### src/rtl/cpu_ctrl_pipe.sv
// Control-word pipeline carrier: decode -> EX -> MEM -> WB.
// Owns load-use stall, branch flush, memory freeze and a stall counter.
module cpu_ctrl_pipe #(
    parameter int                 STAGES   = 3,
    parameter int                 ALU_W    = 4,
    parameter int                 IMM_W    = 3,
    parameter int                 MTR_W    = 2,
    parameter int                 RA_W     = 5,
    parameter logic [MTR_W-1:0]   MTR_LOAD = '0,
    parameter int                 CNT_W    = 32,
    parameter int                 CTRL_W   = ALU_W + IMM_W + MTR_W + 6
) (
    input  logic                     clk,
    input  logic                     rst,
    input  logic                     in_valid,
    input  logic [CTRL_W-1:0]        in_ctrl,
    input  logic [RA_W-1:0]          in_rd,
    input  logic [RA_W-1:0]          in_rs1,
    input  logic [RA_W-1:0]          in_rs2,
    input  logic                     in_use_rs1,
    input  logic                     in_use_rs2,
    output logic                     in_ready,
    input  logic                     flush,
    input  logic                     mem_wait,
    output logic [STAGES-1:0]        st_valid,
    output logic [STAGES*CTRL_W-1:0] st_ctrl,
    output logic [STAGES*RA_W-1:0]   st_rd,
    output logic                     load_use,
    output logic [CNT_W-1:0]         stall_cnt
);

    // Field positions inside the packed control word (LSB side)
    localparam int RW_BIT  = 0;
    localparam int MTR_LSB = 6;

    localparam logic [CNT_W-1:0] CNT_ONE = {{(CNT_W-1){1'b0}}, 1'b1};
    localparam logic [CNT_W-1:0] CNT_MAX = '1;

    typedef enum logic [1:0] {
        ADV_NORM,
        ADV_BUBBLE,
        ADV_HOLD
    } adv_e;

    logic [STAGES-1:0]        vld_q, vld_d;
    logic [STAGES*CTRL_W-1:0] ctrl_q, ctrl_d;
    logic [STAGES*RA_W-1:0]   rd_q, rd_d;
    logic [CNT_W-1:0]         cnt_q, cnt_d;

    adv_e adv;
    logic st0_is_load;
    logic rs1_hit;
    logic rs2_hit;
    logic hazard;
    logic stall_evt;

    // Hazard: a load sitting in EX whose destination decode wants to read
    always_comb begin
        st0_is_load = vld_q[0]
                    & ctrl_q[RW_BIT]
                    & (ctrl_q[MTR_LSB +: MTR_W] == MTR_LOAD)
                    & (rd_q[RA_W-1:0] != '0);
        rs1_hit = in_use_rs1 & (in_rs1 == rd_q[RA_W-1:0]);
        rs2_hit = in_use_rs2 & (in_rs2 == rd_q[RA_W-1:0]);
        hazard  = st0_is_load & in_valid & (rs1_hit | rs2_hit);
    end

    assign load_use = hazard;
    assign in_ready = ~mem_wait & (~hazard | flush);

    // Pick this cycle's advance mode: freeze beats flush beats stall
    always_comb begin
        adv = ADV_NORM;
        priority case (1'b1)
            mem_wait: adv = ADV_HOLD;
            flush:    adv = ADV_BUBBLE;
            hazard:   adv = ADV_BUBBLE;
            default:  adv = ADV_NORM;
        endcase
    end

    // A freeze cycle and a stall cycle overlap into one count
    assign stall_evt = mem_wait | (hazard & ~flush);

    // Next-state for the stage registers
    always_comb begin
        vld_d  = vld_q;
        ctrl_d = ctrl_q;
        rd_d   = rd_q;
        if (adv != ADV_HOLD) begin
            for (int i = 1; i < STAGES; i++) begin
                vld_d[i]                 = vld_q[i-1];
                ctrl_d[i*CTRL_W +: CTRL_W] = ctrl_q[(i-1)*CTRL_W +: CTRL_W];
                rd_d[i*RA_W +: RA_W]       = rd_q[(i-1)*RA_W +: RA_W];
            end
            if (adv == ADV_NORM && in_valid) begin
                vld_d[0]              = 1'b1;
                ctrl_d[CTRL_W-1:0]    = in_ctrl;
                rd_d[RA_W-1:0]        = in_rd;
            end else begin
                vld_d[0]              = 1'b0;
                ctrl_d[CTRL_W-1:0]    = '0;
                rd_d[RA_W-1:0]        = '0;
            end
        end
    end

    // Saturating stall counter next-state
    always_comb begin
        cnt_d = cnt_q;
        if (stall_evt && cnt_q != CNT_MAX) begin
            cnt_d = cnt_q + CNT_ONE;
        end
    end

    // Stage and counter registers with synchronous reset
    always_ff @(posedge clk) begin
        if (rst) begin
            vld_q  <= '0;
            ctrl_q <= '0;
            rd_q   <= '0;
            cnt_q  <= '0;
        end else begin
            vld_q  <= vld_d;
            ctrl_q <= ctrl_d;
            rd_q   <= rd_d;
            cnt_q  <= cnt_d;
        end
    end

    assign st_valid  = vld_q;
    assign st_ctrl   = ctrl_q;
    assign st_rd     = rd_q;
    assign stall_cnt = cnt_q;

endmodule

### config.mk
export PLATFORM = sky130hd
export DESIGN_NAME = cpu_ctrl_pipe
export DESIGN_NICKNAME = d
export VERILOG_FILES = /design/src/rtl/cpu_ctrl_pipe.sv
export SDC_FILE = /design/constraint.sdc
export NUM_CORES = 1
export LEC_CHECK = 0
export ABC_AREA = 1
export CAP_MARGIN = 5
export CORE_MARGIN = 5
export CORE_UTILIZATION = 25
export CTS_BUF_LIST = sky130_fd_sc_hd__clkbuf_4
export DETAILED_ROUTE_END_ITERATION = 8
export SYNTH_ARGS = -nofsm -noshare
export SYNTH_HDL_FRONTEND = slang
export SYNTH_SLANG_ARGS = --single-unit
### constraint.sdc
create_clock -name clk -period 1.7 [get_ports clk]
set_input_delay 0.34 -clock clk [delete_from_list [all_inputs] [get_ports clk]]
set_output_delay 0.34 -clock clk [all_outputs]
set_load 0.01 [all_outputs]
==> impl_results.md <==
- Total power: 4.22 mW
- Hold Buf Count CTS: 0
- Vias per cell: ~4.5
- Pleak: 3.10 nW
- Final WS setup: -0.348 ns
- Max-slew headroom: 0.636
- Vias in the first global route: 4794
- Most frequent cells in the layout: nand2_1, nor2_1, dlygate4sd2_1
- Hold_sp: rst
- CP Capture Type: output port
- Placer Congestion: 0.895
- First-pass DRT Iterations: 5
- Status: finished with violations
- Worst hold path type: input pin to flop
- WL final: 15200 um
- DP HPWL: roughly 11000 um
- Max Clk Rate: a little under 500 MHz
- Syn avg cell area: 6.63 um^2
- Global-route wire length before repair: between 20000 and 25000 um
- Pin count of the biggest net entering global routing: a little under 60
- CTS tree: yes
- Synth area leaders: dfxtp_1, nand2_1, nor2_1
- Worst r2r src: st_rd[2]$_SDFFE_PP0P_
- Row cnt: ~50
- Failing checks: negative setup slack
- Antenna Cells: 0
- Initial antenna violation count: 0
- Final Critical Period: approximately 2.0 ns
- Max FO, Critical Path: 3
- Synth Warn #: 0
- Reg2reg end: stall_cnt[6]$_SDFFE_PP0P_
- DIE HEIGHT: 145 um
- Nets: between 900 and 1000
- Crit start category: flop
- Die Area: 0.0209 mm^2
- Sw Share: 0.280
- Slew Limit Fails: 0
- Max-cap violations: 0
- Total GRT Usage: 0.148
- Arr. time, crit path: approximately 1.7 ns
- Starting Density: 0.253
- Skew-Pair Late Insertion Delay: 0.48 ns
- Setup violation total in the final timing report: 33
- CP peak stage delay: 0.36 ns
- Hold Crit Endpoint: stall_cnt[0]$_SDFFE_PP0P_
- Crit path max-delay cell type: dfxtp_2
- Worst Tran Pin Value: around 0.55 ns
- R2R setup slack: -0.17 ns
- Die W: about 140 um
- Pwr Density: between 600 and 700 mW/mm^2
- Routed via count: a little under 5000
- Core area: around 0.018 mm^2
- Part of the power in registers: 0.553
- Yosys reg bits: 95
- Crit path buffers/inverters: 4
- Synth Area in Compound Gates: 0.111
- Root buf cell: clkbuf_4
- Yosys cell types: 26
- Post-layout util: 0.378
- Clock sink count: 95
- Internal Power: 3.04 mW
- RSZ-0062 raised after global routing: true
- Worst path most repeated cell: nand2_2
- Remaining antenna violation count after routing: 0
- Mux cell area share after synthesis: 0
- H-tree Lvls: 3
- Comb pwr share: 0.126
- Area growth, synth to finish: 49.1%
- Synth Area in Simple Gates: 0.364
- Synth top area share: 0.419
- Worst-path clk slew: 0.16 ns
- I/O Pins: 134
- Fin. Hold Viols: 0
- Synth Area in Adders: 0.00276
- Layout cells sized above 1: 0.182
- Final Cycle Share: 1.20
- Total net switching power: between 1 and 1.5 mW
- Cells after Synth: just under 700
- Num CTS Buffers: 9
- Remaining DRCs: 0
- Main combinational cell family by area after synthesis: simple AND/OR/NAND/NOR gates
- Worst Path Required: 1.36 ns
- Largest delay share family, worst path: simple AND/OR/NAND/NOR gates
- Deepest clock path buffer count: 2
- Critical Path, Cell by Cell: inv_2, buf_6, nand2_2, nand2_1, nor2_1, nand3_1, nand2_2, nand3_2, nand2_2, inv_2, buf_6
- # port buffers: between 100 and 150
- Fill count: 1983
- Final Instance Area: a little under 0.007 mm^2
- Most area-hungry cell type in the Yosys netlist: dfxtp_1
- Final Skew: between 0.015 and 0.02 ns
- CP Depth: 11
- Synthesized cell area: approximately 0.0045 mm^2
- Post-DR wirelength/cell: between 10 and 15 um
- Worst Reg-to-Reg Cells: 13
- Sequential area share after synthesis: 0.419
- Worst vdd ir: between 400 and 500 uV
- Commonest non-fill, non-tap cell in the layout: nand2_1
- Setup CP Type: flop to output port
- Total grt overflow: 0
- Synth Area in XOR/XNOR: 0.0290
- Clock power share: 0.321
- Placed instance area: 0.00659 mm^2
- WHS: roughly 0.18 ns
- Syn nets: just over 700
- Hold depth: 4
- Initial drt markers: about 170
registers in the layout (all words and copies together) (netlist names):
| signal | count |
|---|---|
| st_ctrl | 45 |
| st_valid | 3 |
| st_rd | 15 |
| stall_cnt | 32 |
per-layer routing:
layer	vias up	track usage	share of wire
met5	-	0	0
met2	134	0.253	0.47
met1	2228	0.189	0.45
met4	0	0.0353	0.013
li1	2565	-	-
met3	15	0.0352	0.072
worst max path at each step:
stage / from / end / slack, ns
after floorplan: stall_cnt[1]$_SDFFE_PP0P_ / stall_cnt[0]$_SDFFE_PP0P_ / 0.03
after global placement: in_rs2[3] / in_ready / -0.69
after detailed placement: in_rs2[1] / stall_cnt[6]$_SDFFE_PP0P_ / -0.70
after CTS: st_rd[2]$_SDFFE_PP0P_ / in_ready / -0.45
after global routing: st_rd[2]$_SDFFE_PP0P_ / in_ready / -0.51
final: st_rd[2]$_SDFFE_PP0P_ / in_ready / -0.35
power by group through the flow:
stage | Combinational, mW | Sequential, mW | Clock (mW)
floorplan | 0.210 | 2.43 | 0
global placement | 0.581 | 2.39 | 0
detailed placement | 0.583 | 2.40 | 0
CTS | 0.544 | 2.34 | 1.43
global route | 0.595 | 2.35 | 1.50
finish | 0.534 | 2.34 | 1.36
stage by stage:
step | instances | setup TNS (ns) | setup WS [ns]
final | 1106 | -4.58 | -0.348
after global routing | 1106 | -9.86 | -0.515
after CTS | 1106 | -6.15 | -0.451
after detailed placement | 1086 | -27.25 | -0.702
after global placement | 1086 | -26.54 | -0.695
after floorplan | 684 | 0 | 0.0343
area by class of cell:
type,instances,area (um^2),share of cell area
multi-input combinational,508,2340,0.346
sequential,95,1980,0.292
timing repair buffer,211,1830,0.270
tap,229,287,0.0424
inverter,47,176,0.0261
clock inverter,6,78.8,0.0117
clock buffer,10,75.1,0.0111
cell usage after synthesis:
cell,number
a21oi_1,59
buf_1,2
buf_2,4
buf_6,3
clkbuf_1,25
dfxtp_1,95
ha_1,1
inv_1,46
inv_2,1
nand2_1,177
nand2_2,2
nand2_4,1
nand3_1,68
nand3_2,1
nand3b_1,5
nand4_1,2
nand4_4,1
nor2_1,118
nor2_2,1
nor3_1,12
nor3_2,1
nor3_4,1
nor4_1,1
o21ai_0,42
xnor2_1,5
xor2_1,10
worst register-to-register path: cells and delay by family (launching register included):
family | cells | cell delay, ns
AO/OA/AOI/OAI | 1 | 0.16
buffers and inverters | 4 | 0.62
flip-flops | 1 | 0.36
AND/OR/NAND/NOR | 8 | 0.65
repair_timing:
item | in CTS | in global routing
endpoints found under the setup margin | 131 | 38
pin swaps | 3 | 3
setup buffers | 4 | 0
gates resized for setup | 161 | 5
kinds of logic (layout without fill, tap and decap cells):
kind of cell / Yosys count / in the layout
AO/OA/AOI/OAI: 101 / 101
XOR/XNOR: 15 / 15
adder cells (fa/ha/maj): 1 / 1
buffers and inverters: 81 / 274
flip-flops: 95 / 95
AND/OR/NAND/NOR: 391 / 391
Note: power is estimated with default switching activity, not from simulation.
